[config.mk]
export PLATFORM = sky130hd
export DESIGN_NAME = williams_blitter_q
export DESIGN_NICKNAME = d
export VERILOG_FILES = /design/src/rtl/williams_blitter_q_pkg.sv /design/src/rtl/williams_blitter_q_pixel_path.sv /design/src/rtl/williams_blitter_q.sv
export SDC_FILE = /design/constraint.sdc
export NUM_CORES = 1
export LEC_CHECK = 0
export CORE_AREA = 2 2 155 157
export CTS_CLUSTER_DIAMETER = 120
export DETAILED_ROUTE_END_ITERATION = 8
export DIE_AREA = 0 0 157 159
export PLACE_DENSITY = 0.79
export SLEW_MARGIN = 20
export SYNTH_ARGS = -nofsm -noshare
export SYNTH_HDL_FRONTEND = slang
export SYNTH_SLANG_ARGS = --single-unit
[constraint.sdc]
create_clock -name clk -period 4.1 [get_ports clk]
set_input_delay 0.82 -clock clk [delete_from_list [all_inputs] [get_ports clk]]
set_output_delay 0.82 -clock clk [all_outputs]
set_load 0.05 [all_outputs]
[src/rtl/williams_blitter_q_pkg.sv]
// Shared encodings for the queued blitter: FSM states, register map,
// control-bit positions and the command bundle held in shadow/pending/active.
package williams_blitter_q_pkg;

  typedef enum logic [1:0] {
    ST_IDLE      = 2'd0,
    ST_WAIT_HALT = 2'd1,
    ST_SRC       = 2'd2,
    ST_DST       = 2'd3
  } state_e;

  localparam logic [3:0] RS_CTRL   = 4'd0;
  localparam logic [3:0] RS_SOLID  = 4'd1;
  localparam logic [3:0] RS_SRC_HI = 4'd2;
  localparam logic [3:0] RS_SRC_LO = 4'd3;
  localparam logic [3:0] RS_DST_HI = 4'd4;
  localparam logic [3:0] RS_DST_LO = 4'd5;
  localparam logic [3:0] RS_WIDTH  = 4'd6;
  localparam logic [3:0] RS_HEIGHT = 4'd7;
  localparam logic [3:0] RS_STATUS = 4'd8;
  localparam logic [3:0] RS_KEY    = 4'd9;
  localparam logic [3:0] RS_ABORT  = 4'd10;

  localparam int CB_SPAN_SRC  = 0;
  localparam int CB_SPAN_DST  = 1;
  localparam int CB_SLOW      = 2;
  localparam int CB_FG        = 3;
  localparam int CB_SOLID     = 4;
  localparam int CB_SHIFT     = 5;
  localparam int CB_MASK_EVEN = 6;
  localparam int CB_MASK_ODD  = 7;

  typedef struct packed {
    logic [7:0]  ctrl;
    logic [7:0]  solid;
    logic [15:0] src;
    logic [15:0] dst;
    logic [7:0]  width;
    logic [7:0]  height;
    logic [3:0]  key;
  } blit_t;

endpackage

[src/rtl/williams_blitter_q_pixel_path.sv]
// Pixel path: source word latch with one-pixel shift carry, solid colour
// replication, transparent-key compare and per-pixel write enables.
// Ports: clk/rst_n/en_i, load_i (src beat), clr_i (carry clear), ctrl
// flags, solid_i, key_i, data_i (bus read) -> data_o, nib_en_o.
module williams_blt_pixel_path #(
  parameter  int PIX_PER_WORD = 2,
  localparam int DATA_W       = 4 * PIX_PER_WORD
) (
  input  logic                    clk,
  input  logic                    rst_n,
  input  logic                    en_i,
  input  logic                    load_i,
  input  logic                    clr_i,
  input  logic                    shift_i,
  input  logic                    solid_en_i,
  input  logic                    fg_i,
  input  logic                    mask_even_i,
  input  logic                    mask_odd_i,
  input  logic                    halt_ack_i,
  input  logic                    src_i,
  input  logic [7:0]              solid_i,
  input  logic [3:0]              key_i,
  input  logic [DATA_W-1:0]       data_i,
  output logic [DATA_W-1:0]       data_o,
  output logic [PIX_PER_WORD-1:0] nib_en_o
);

  logic [DATA_W-1:0] word_q;
  logic [3:0]        carry_q;

  always_ff @(posedge clk or negedge rst_n) begin
    if (!rst_n) begin
      word_q  <= '0;
      carry_q <= '0;
    end else if (en_i) begin
      if (clr_i) carry_q <= '0;
      if (load_i) begin
        // shifted word: previous low pixel enters at the top
        word_q <= shift_i ? DATA_W'({carry_q, data_i} >> 4)
                          : data_i;
        if (shift_i) carry_q <= data_i[3:0];
      end
    end
  end

  for (genvar i = 0; i < PIX_PER_WORD; i++) begin : g_pix
    logic [3:0] pix;
    logic       msk;
    assign pix = solid_en_i ? solid_i[4*(i%2) +: 4]
                            : word_q[4*i +: 4];
    assign msk = (i % 2 == 0) ? mask_even_i : mask_odd_i;
    assign data_o[4*i +: 4] = pix;
    assign nib_en_o[i] = !halt_ack_i || src_i ||
                         !(msk || (fg_i && pix == key_i));
  end

endmodule

[src/rtl/williams_blitter_q.sv]
// Queued DMA blitter: shadow regs, one-entry pending slot, copy/fill FSM.
// Ports: CPU reg bus (reg_cs/reg_wr/rs/data), halt/halt_ack, blitter bus
// (blt_rd/wr/address/data/nibble_en/ack) and a done pulse.
module williams_blitter_q
  import williams_blitter_q_pkg::*;
#(
  parameter  int IS_SC1       = 1,
  parameter  int ADDR_W       = 16,
  parameter  int PIX_PER_WORD = 2,
  parameter  int SPAN_STRIDE  = 256,
  localparam int DATA_W       = 4 * PIX_PER_WORD
) (
  input  logic                    clk,
  input  logic                    rst_n,
  input  logic                    en_e_n,
  input  logic                    reg_cs,
  input  logic                    reg_wr,
  input  logic [3:0]              rs,
  input  logic [7:0]              reg_data_in,
  output logic [7:0]              reg_data_out,
  output logic                    halt,
  input  logic                    halt_ack,
  input  logic                    blt_ack,
  output logic                    blt_rd,
  output logic                    blt_wr,
  output logic [ADDR_W-1:0]       blt_address_out,
  input  logic [DATA_W-1:0]       blt_data_in,
  output logic [DATA_W-1:0]       blt_data_out,
  output logic [PIX_PER_WORD-1:0] blt_nibble_en,
  output logic                    done
);

  state_e            state_q;
  blit_t             shd_q, pend_q, act_q, cmd_d;
  logic              pend_v_q, ovf_q, done_q;
  logic [ADDR_W-1:0] src_q, dst_q, src_d, dst_d;
  logic [7:0]        x_q, y_q;

  logic wr_en, commit, abort, stat_rd;
  logic row_end, last_row, xfer_end, launch;
  logic [7:0] sz_d;
  logic unused_ok;

  assign wr_en   = reg_cs && reg_wr;
  assign commit  = wr_en && rs == RS_CTRL;
  assign abort   = en_e_n && wr_en && rs == RS_ABORT;
  assign stat_rd = reg_cs && !reg_wr && rs == RS_STATUS;
  assign sz_d    = (IS_SC1 != 0) ? reg_data_in ^ 8'h04 : reg_data_in;
  assign unused_ok = act_q.ctrl[CB_SLOW];

  // 8-bit wrap makes a size of 0 behave as 256
  assign row_end  = x_q == act_q.width - 8'd1;
  assign last_row = y_q == act_q.height - 8'd1;
  assign xfer_end = state_q == ST_DST && blt_ack && row_end && last_row;
  assign launch   = pend_v_q && !abort &&
                    (state_q == ST_IDLE || xfer_end);

  always_comb begin
    cmd_d      = shd_q;
    cmd_d.ctrl = reg_data_in;
  end

  always_ff @(posedge clk or negedge rst_n) begin
    if (!rst_n) begin
      shd_q    <= '0;
      pend_q   <= '0;
      pend_v_q <= 1'b0;
      ovf_q    <= 1'b0;
    end else if (en_e_n) begin
      if (wr_en) begin
        case (rs)
          RS_CTRL:   shd_q.ctrl       <= reg_data_in;
          RS_SOLID:  shd_q.solid      <= reg_data_in;
          RS_SRC_HI: shd_q.src[15:8]  <= reg_data_in;
          RS_SRC_LO: shd_q.src[7:0]   <= reg_data_in;
          RS_DST_HI: shd_q.dst[15:8]  <= reg_data_in;
          RS_DST_LO: shd_q.dst[7:0]   <= reg_data_in;
          RS_WIDTH:  shd_q.width      <= sz_d;
          RS_HEIGHT: shd_q.height     <= sz_d;
          RS_KEY:    shd_q.key        <= reg_data_in[3:0];
          default: ;
        endcase
      end
      if (stat_rd) ovf_q <= 1'b0;
      // a launch in the same enable frees the slot for the new commit
      if (abort) begin
        pend_v_q <= 1'b0;
      end else if (commit && (!pend_v_q || launch)) begin
        pend_q   <= cmd_d;
        pend_v_q <= 1'b1;
      end else if (commit) begin
        ovf_q <= 1'b1;
      end else if (launch) begin
        pend_v_q <= 1'b0;
      end
    end
  end

  logic              span_s, span_d;
  logic [ADDR_W-1:0] stride, y_off;

  assign span_s = act_q.ctrl[CB_SPAN_SRC];
  assign span_d = act_q.ctrl[CB_SPAN_DST];
  assign stride = ADDR_W'(SPAN_STRIDE);
  assign y_off  = ADDR_W'(y_q) + ADDR_W'(1);

  always_comb begin
    if (row_end) begin
      src_d = span_s ? ADDR_W'(act_q.src) + y_off : src_q + ADDR_W'(1);
      dst_d = span_d ? ADDR_W'(act_q.dst) + y_off : dst_q + ADDR_W'(1);
    end else begin
      src_d = src_q + (span_s ? stride : ADDR_W'(1));
      dst_d = dst_q + (span_d ? stride : ADDR_W'(1));
    end
  end

  always_ff @(posedge clk or negedge rst_n) begin
    if (!rst_n) begin
      state_q <= ST_IDLE;
      act_q   <= '0;
      src_q   <= '0;
      dst_q   <= '0;
      x_q     <= '0;
      y_q     <= '0;
      done_q  <= 1'b0;
    end else begin
      done_q <= 1'b0;
      if (en_e_n) begin
        if (launch) act_q <= pend_q;
        unique case (state_q)
          ST_IDLE: if (launch) state_q <= ST_WAIT_HALT;
          ST_WAIT_HALT: if (halt_ack) begin
            src_q   <= ADDR_W'(act_q.src);
            dst_q   <= ADDR_W'(act_q.dst);
            x_q     <= '0;
            y_q     <= '0;
            state_q <= ST_SRC;
          end
          ST_SRC: if (blt_ack) state_q <= ST_DST;
          ST_DST: if (blt_ack) begin
            src_q <= src_d;
            dst_q <= dst_d;
            if (!row_end) begin
              x_q     <= x_q + 8'd1;
              state_q <= ST_SRC;
            end else begin
              x_q <= '0;
              y_q <= y_q + 8'd1;
              if (last_row) begin
                done_q  <= !abort;
                state_q <= launch ? ST_WAIT_HALT : ST_IDLE;
              end else begin
                state_q <= ST_SRC;
              end
            end
          end
        endcase
        if (abort) state_q <= ST_IDLE;
      end
    end
  end

  williams_blt_pixel_path #(
    .PIX_PER_WORD(PIX_PER_WORD)
  ) u_pix (
    .clk         (clk),
    .rst_n       (rst_n),
    .en_i        (en_e_n),
    .load_i      (state_q == ST_SRC && blt_ack),
    .clr_i       ((state_q == ST_WAIT_HALT && halt_ack) ||
                  (state_q == ST_DST && blt_ack && row_end)),
    .shift_i     (act_q.ctrl[CB_SHIFT]),
    .solid_en_i  (act_q.ctrl[CB_SOLID]),
    .fg_i        (act_q.ctrl[CB_FG]),
    .mask_even_i (act_q.ctrl[CB_MASK_EVEN]),
    .mask_odd_i  (act_q.ctrl[CB_MASK_ODD]),
    .halt_ack_i  (halt_ack),
    .src_i       (state_q == ST_SRC),
    .solid_i     (act_q.solid),
    .key_i       (act_q.key),
    .data_i      (blt_data_in),
    .data_o      (blt_data_out),
    .nib_en_o    (blt_nibble_en)
  );

  always_comb begin
    reg_data_out = '0;
    if (reg_cs && !reg_wr) begin
      if (rs == RS_STATUS)
        reg_data_out = {5'b0, ovf_q, pend_v_q, halt};
      else if (rs == RS_KEY)
        reg_data_out = {4'h0, shd_q.key};
    end
  end

  assign halt            = state_q != ST_IDLE;
  assign blt_rd          = state_q == ST_SRC;
  assign blt_wr          = state_q == ST_DST;
  assign blt_address_out = blt_wr ? dst_q : src_q;
  assign done            = done_q;

endmodule

# [Yosys cells after proc, flatten, opt, wreduce, memory -nomap -nowiden]
# Index checks and enable logic that the tools add are counted.
[word_totals] output_inout_bits=38 inputBits=27 word_cells=171 register_bits=261
[classes] n_eq_ne=25 bitwise_logic=2 reduce_logical=50 addsub=11 muxes=51
[op_table] cell="two-way mux 16 bit" n=9
[op_table] cell="adder 16 x 9 -> 16 bit" n=4
[op_table] cell="one-hot mux 16 bit (2 select lines)" n=2
[op_table] cell="two-way mux 8 bit" n=7
[op_table] cell="adder 16 x 1 -> 16 bit, second input constant" n=2
[op_table] cell="one-hot mux 8 bit (2 select lines)" n=2
[op_table] cell="AND reduction 3 bit" n=10
[op_table] cell="two-way mux 4 bit" n=7
[op_table] cell="two-way mux 9 bit" n=2
[op_table] cell="adder 8 x 1 -> 8 bit, second input constant" n=2
[op_table] cell="equality test 4 x 3 -> 1 bit, second input constant" n=4
[op_table] cell="equality test 8 bit" n=2
[op_table] cell="logical AND 1 bit" n=16
[op_table] cell="subtractor 8 x 1 -> 8 bit, second input constant" n=2
[op_table] cell="two-way mux 1 bit" n=14
[op_table] cell="two-way mux 2 bit" n=7
[op_table] cell="equality test 4 bit, second input constant" n=3
[op_table] cell="AND reduction 5 bit" n=2
[op_table] cell="adder 8 x 1 -> 9 bit, second input constant" n=1
[op_table] cell="!= test 3 bit, second input constant" n=3
[op_table] cell="equality test 4 x 2 -> 1 bit, second input constant" n=2
[op_table] cell="equality test 4 bit" n=2
[op_table] cell="logical OR 1 bit" n=8
[op_table] cell="one-hot mux 2 bit (4 select lines)" n=1
[op_table] cell="other kinds (15)" n=25

# [Longest topological paths before layout]
# Gate-level depths: netlist (run 1).
[depth] word_depth=12 ltp_mapped=12 depth_no_buf=12

# [Hierarchy]
# Synthesis (run 1) repeated with hierarchy kept, for this count alone.
[unflattened] hier_cells=1329 area_unflattened_um2=14017.2
[modules_own_cells] mod="williams_blitter_q" instances=1 area_each_um2=13247.7 cells_per_inst=1257 seq_area_each_um2=6180.9
[modules_own_cells] mod="williams_blt_pixel_path" instances=1 area_each_um2=769.5 cells_per_inst=72 seq_area_each_um2=300.3

# [Worst setup path after synthesis (run 1)]
# Ideal clock, no wire load.
[synth_path] path_type="flip-flop to flip-flop" from="register act_q[12] in the netlist's numbering" to="register pend_q[33] in the netlist's numbering" period_less_slack_ps=3367 path_buffers=3 required_ps=3973 stages_incl_launch_ff=13 setup_time_ps=127 arrival_ps=3239 setup_slack_ps=733 path_cell_list="dfrtp_1 > clkbuf_1 > inv_1 > ha_1 > nand2b_1 > or4_1 > a211o_1 > a211oi_4 > nand4_1 > a31oi_1 > buf_4 > buf_6 > mux2_1"
[synth_between] elab_chain_cells=9
[synth_rtl] item="from (decl)" line_no="williams_blitter_q.sv:34" text="blit_t shd_q, pend_q, act_q, cmd_d;"
[synth_rtl] item="from (signal assigned)" line_no="williams_blitter_q.sv:129" text="if (launch) act_q <= pend_q;"
[synth_rtl] item="subtractor 8 x 1 -> 8 bit" line_no="williams_blitter_q.sv:52" text="assign row_end = x_q == act_q.width - 8'd1;"
[synth_rtl] item="equality test 8 bit" line_no="williams_blitter_q.sv:52"
[synth_rtl] item="logical AND 1 bit (2 in a row)" line_no="williams_blitter_q.sv:54" text="assign xfer_end = state_q == ST_DST && blt_ack && row_end && last_row;"
[synth_rtl] item="logical OR 1 bit" line_no="williams_blitter_q.sv:56" text="(state_q == ST_IDLE || xfer_end);"
[synth_rtl] item="logical AND 1 bit" line_no="williams_blitter_q.sv:55" text="assign launch = pend_v_q && !abort &&"
[synth_rtl] item="logical OR 1 bit" line_no="williams_blitter_q.sv:88" text="end else if (commit && (!pend_v_q || launch)) begin"
[synth_rtl] item="logical AND 1 bit" line_no="williams_blitter_q.sv:88"
[synth_rtl] item="AND reduction 3 bit (no line)"
[synth_rtl] item="to (signal assigned)" line_no="williams_blitter_q.sv:89" text="pend_q <= cmd_d;"
[synth_rtl] item="to (decl)" line_no="williams_blitter_q.sv:34"
# No other way between the ends.
# A chain may end at the register's enable or synchronous reset.

# [Worst setup path in the final report (run 1)]
[layout_path] from="register act_q[64] in the netlist's numbering" to="output port blt_nibble_en[0]"
[layout_between] elab_chain_cells=6
[layout_rtl] item="two-way mux 4 bit" line_no="williams_blitter_q_pixel_path.sv:49" text="assign pix = solid_en_i ? solid_i[4*(i%2) +: 4]"
[layout_rtl] item="equality test 4 bit" line_no="williams_blitter_q_pixel_path.sv:54" text="!(msk || (fg_i && pix == key_i));"
[layout_rtl] item="logical AND 1 bit" line_no="williams_blitter_q_pixel_path.sv:54"
[layout_rtl] item="logical OR 1 bit" line_no="williams_blitter_q_pixel_path.sv:54"
[layout_rtl] item="zero test 1 bit" line_no="williams_blitter_q_pixel_path.sv:54"
[layout_rtl] item="logical OR 1 bit" line_no="williams_blitter_q_pixel_path.sv:53" text="assign nib_en_o[i] = !halt_ack_i || src_i ||"
[layout_rtl] item="to (decl)" line_no="williams_blitter_q.sv:29" text="output logic [PIX_PER_WORD-1:0] blt_nibble_en,"
# No other way between the ends.

==> results of run 1 <==
synth_stat cells (all sizes together) (30+ instances only):
library cell	count
a21oi	58
clkbuf	53
dfrtp	259
ha	30
mux2	201
nand2	133
nand3	42
nor2	74
nor3	33
o21ai	83
xnor2	38
xor2	43
cell type report:
class | instances | share of cell area (%)
clock inverters | 8 | 0.629
well taps | 319 | 2.54
flip-flops and latches | 259 | 41.2
clock buffers | 40 | 4.99
repair buffers | 84 | 5.28
multi-input cells | 972 | 44.8
inverters | 25 | 0.597
flip-flops by register name, indices dropped and copies added, names as in the netlist, 2 cells and up:
register,cells
u_pix.carry_q,4
y_q,8
x_q,8
act_q,67
u_pix.word_q,8
dst_q,16
state_q,2
cmd_d,60
pend_q,67
src_q,16
per-layer routing:
| metal | vias to the layer above | wire, um | track usage [%] |
|---|---|---|---|
| met5 | - | 0 | 0 |
| met1 | 5218 | 15100 | 40.1 |
| met3 | 76 | 2420 | 4.06 |
| li1 | 4887 | - | - |
| met2 | 444 | 16000 | 44.9 |
| met4 | 0 | 1010 | 9.01 |
layout by cell type (no fill, tap or decap), drive strengths merged, types with 6 or more instances in the layout:
cell type	netlist	layout
and3	21	21
nand2	133	133
o21ai	83	83
inv	24	25
a21oi	58	58
xnor2	38	38
nor4	10	10
dfrtp	259	259
mux2i	15	15
nor2	74	74
nand4	7	7
nand2b	9	9
a31oi	8	8
ha	30	30
nor3	33	33
nand3	42	42
a211oi	23	23
o211ai	19	19
buf	25	27
clkdlybuf4s50	0	57
o22ai	11	11
xor2	43	43
or3	14	14
mux2	201	201
nor3b	7	7
a21o	6	6
clkbuf	53	40
power by group through the flow:
stage	registers (uW)	logic, uW	clock network [uW]
2_1_floorplan	3030	1340	0
3_3_place_gp	3180	1730	0
3_5_place_dp	3200	1760	0
4_1_cts	3150	1770	2480
5_1_grt	3200	1950	2590
6_report	3170	1780	2440
worst max-delay path: stages (launching register included):
cell             delay, ns
dfrtp_1               0.56
mux2_2                0.42
xnor2_1               0.15
nor3_1                0.06
and4b_1               0.17
o211ai_1              0.23
clkdlybuf4s50_1       0.86
how the worst max path moves through the flow:
stage,start,to,cells after the start
3_3_place_gp,y_q[0],dst_q[15],13
5_1_grt,act_q[64],blt_nibble_en[0],6
4_1_cts,act_q[64],blt_nibble_en[1],6
2_1_floorplan,act_q[12],pend_q[33],12
6_report,act_q[64],blt_nibble_en[0],6
3_5_place_dp,act_q[12],pend_q[13],10
per-stage QoR:
stage / cell area, um^2 / util [%] / total power, uW / std cells
5_1_grt: 15700 / 67.8 / 7730 / 1707
4_1_cts: 15700 / 67.8 / 7410 / 1707
3_3_place_gp: 14800 / 64.0 / 4910 / 1659
3_5_place_dp: 14800 / 64.0 / 4960 / 1659
2_1_floorplan: 13900 / - / 4360 / 1334
6_report: 15700 / 67.8 / 7390 / 1707
cell families (layout without fill, tap and decap cells):
| logic type | count (synthesis) | in the layout | synth area share [%] |
|---|---|---|---|
| simple gates | 371 | 371 | 12.5 |
| compound gates | 268 | 268 | 12.3 |
| xor+xnor | 81 | 81 | 5.09 |
| buf+inv | 103 | 157 | 3.22 |
| other cells | 1 | 4 | 0.0269 |
| flops | 259 | 259 | 46.5 |
| mux | 216 | 216 | 17.3 |
| fa+ha+maj | 32 | 32 | 2.98 |
==> impl_metrics.csv, run 1 <==
group,metric,value,unit
pwr,p_leak,0.00727,uW
sta,min_period_over_period,92.7,%
layout,finish.net_count,1428,
detailed_routing,drt.antenna.violating_nets,0,
clock_network,postCtsSetupBuffers,0,
critical_path,cp_max_fo,9,
flow_run,drv_cap,0,
yosys,ys_ff_latch,259,
pwr,power_frac_seq,42.8,%
place,finalWeightedCongestion,0.895,
clock_network,clockBufferDepth,3,
pwr,p_int,4950,uW
floorplanning,core-area,23200,um^2
floorplanning,io_pins,65,
detailed_routing,wl_per_cell,20.3,um
grt,grt_max_degree,115,
floorplanning,dieWidth,157,um
clock_network,insertion_delay,0.53,ns
place,io_buffers,60,
yosys,synthTopCellsByArea,"dfrtp_1, mux2_2, mux2_1, nand2_1, o21ai_0",
pwr,p_clk_share,33.0,%
critical_path,r2r_end,"dst_q[15]",
floorplanning,rows,56,
sta,tightestPinTransition,0.917,ns
layout,final-seq-area,6480,um^2
clock_network,ctsHoldBuffers,0,
detailed_routing,first_pass_iters,7,
yosys,synth_flop_cell,"dfrtp_1",
critical_path,r2r_slack,0.50,ns
grt,grt-ovfl-total,0,
clock_network,cts-buffers-inserted,27,
clock_network,post_cts_resized,0,
grt,antenna_found_initial,0,
yosys,yosys.area.top_type,"dfrtp_1",
pwr,swShare,33.0,%
yosys,synth_warnings,0,
sta,fin_skew,0.0106,ns
layout,syn_to_final_growth,12.9,%
place,hpwl,23.5,mm
sta,tns,0,ns
layout,multiInputGateArea,7040,um^2
detailed_routing,remaining_drc_errors,0,
yosys,synth_cells,1331,
detailed_routing,first_iter_violations,1087,
floorplanning,die_area,25000,um^2
pwr,p_per_area,470,nW/um^2
critical_path,worst_setup_path_end_kind,"primary output",
critical_path,cp.required,3.28,ns
run_status,outcome,"finished clean",
clock_network,clk_pin_slew,0.07,ns
pwr,combPwrFrac,24.1,%
yosys,synth_edf_count,0,
layout,n_fill_cell,1781,
detailed_routing,drt_wl_total,34.6,mm
clock_network,root_buffer,"clkbuf_16",
critical_path,regToRegStartpoint,"y_q[0]",
clock_network,htree_levels,1,
yosys,async_flop_share,100,%
clock_network,clkSinkCount,259,
critical_path,crit_type,"reg -> out",
grt,grt_pass1_wl,56.1,mm
hold_path,hp-class,"in -> async",
pwr,peakVddDrop,0.419,mV
sta,relSlewSlack,38.9,%
floorplanning,start_util,60.1,%
sta,fin_crit,3.80,ns
sta,max_freq,263,MHz
grt,grt_pass1_vias,10600,
yosys,seq_area_frac_synth,46.5,%
place,pre_cts_ws,0.560,ns
detailed_routing,via_count,10600,
critical_path,crit_path_start_kind,"flip-flop",
sta,hold_viol_final,0,
yosys,avgSynthCellArea,10.5,um^2
grt,globalRouteTotalUtil,28.2,%
floorplanning,fp.dieH,159,um
detailed_routing,vias_per_cell,6.22,
critical_path,crit_arrival,2.98,ns
critical_path,rr_worst_depth,13,
sta,rsz0062_at_grt,"false",
clock_network,cts_tree,"yes",
yosys,synth_top_area_share,46.5,%
layout,diodes,0,
sta,hold_ws,0.373,ns
pwr,switchingPower,2440,uW
sta,slew_viol_final,0,
layout,drive_gt1_share,15.8,%
yosys,ys_types,66,
sta,setup_ws,0.300,ns
yosys,synth_area,13900,um^2
sta,setup_viol,0,
Note: power is estimated with default switching activity, not from simulation.
==> run 2, diff against run 1 <==
--- a/config.mk
+++ b/config.mk
@@ -10,6 +10,7 @@
 export DETAILED_ROUTE_END_ITERATION = 8
 export DIE_AREA = 0 0 157 159
 export PLACE_DENSITY = 0.79
+export SETUP_SLACK_MARGIN = 0.02
 export SLEW_MARGIN = 20
 export SYNTH_ARGS = -nofsm -noshare
 export SYNTH_HDL_FRONTEND = slang
==> results of run 2 <==
Same layout as run 1: the final DEF is identical, and so are final timing and power.
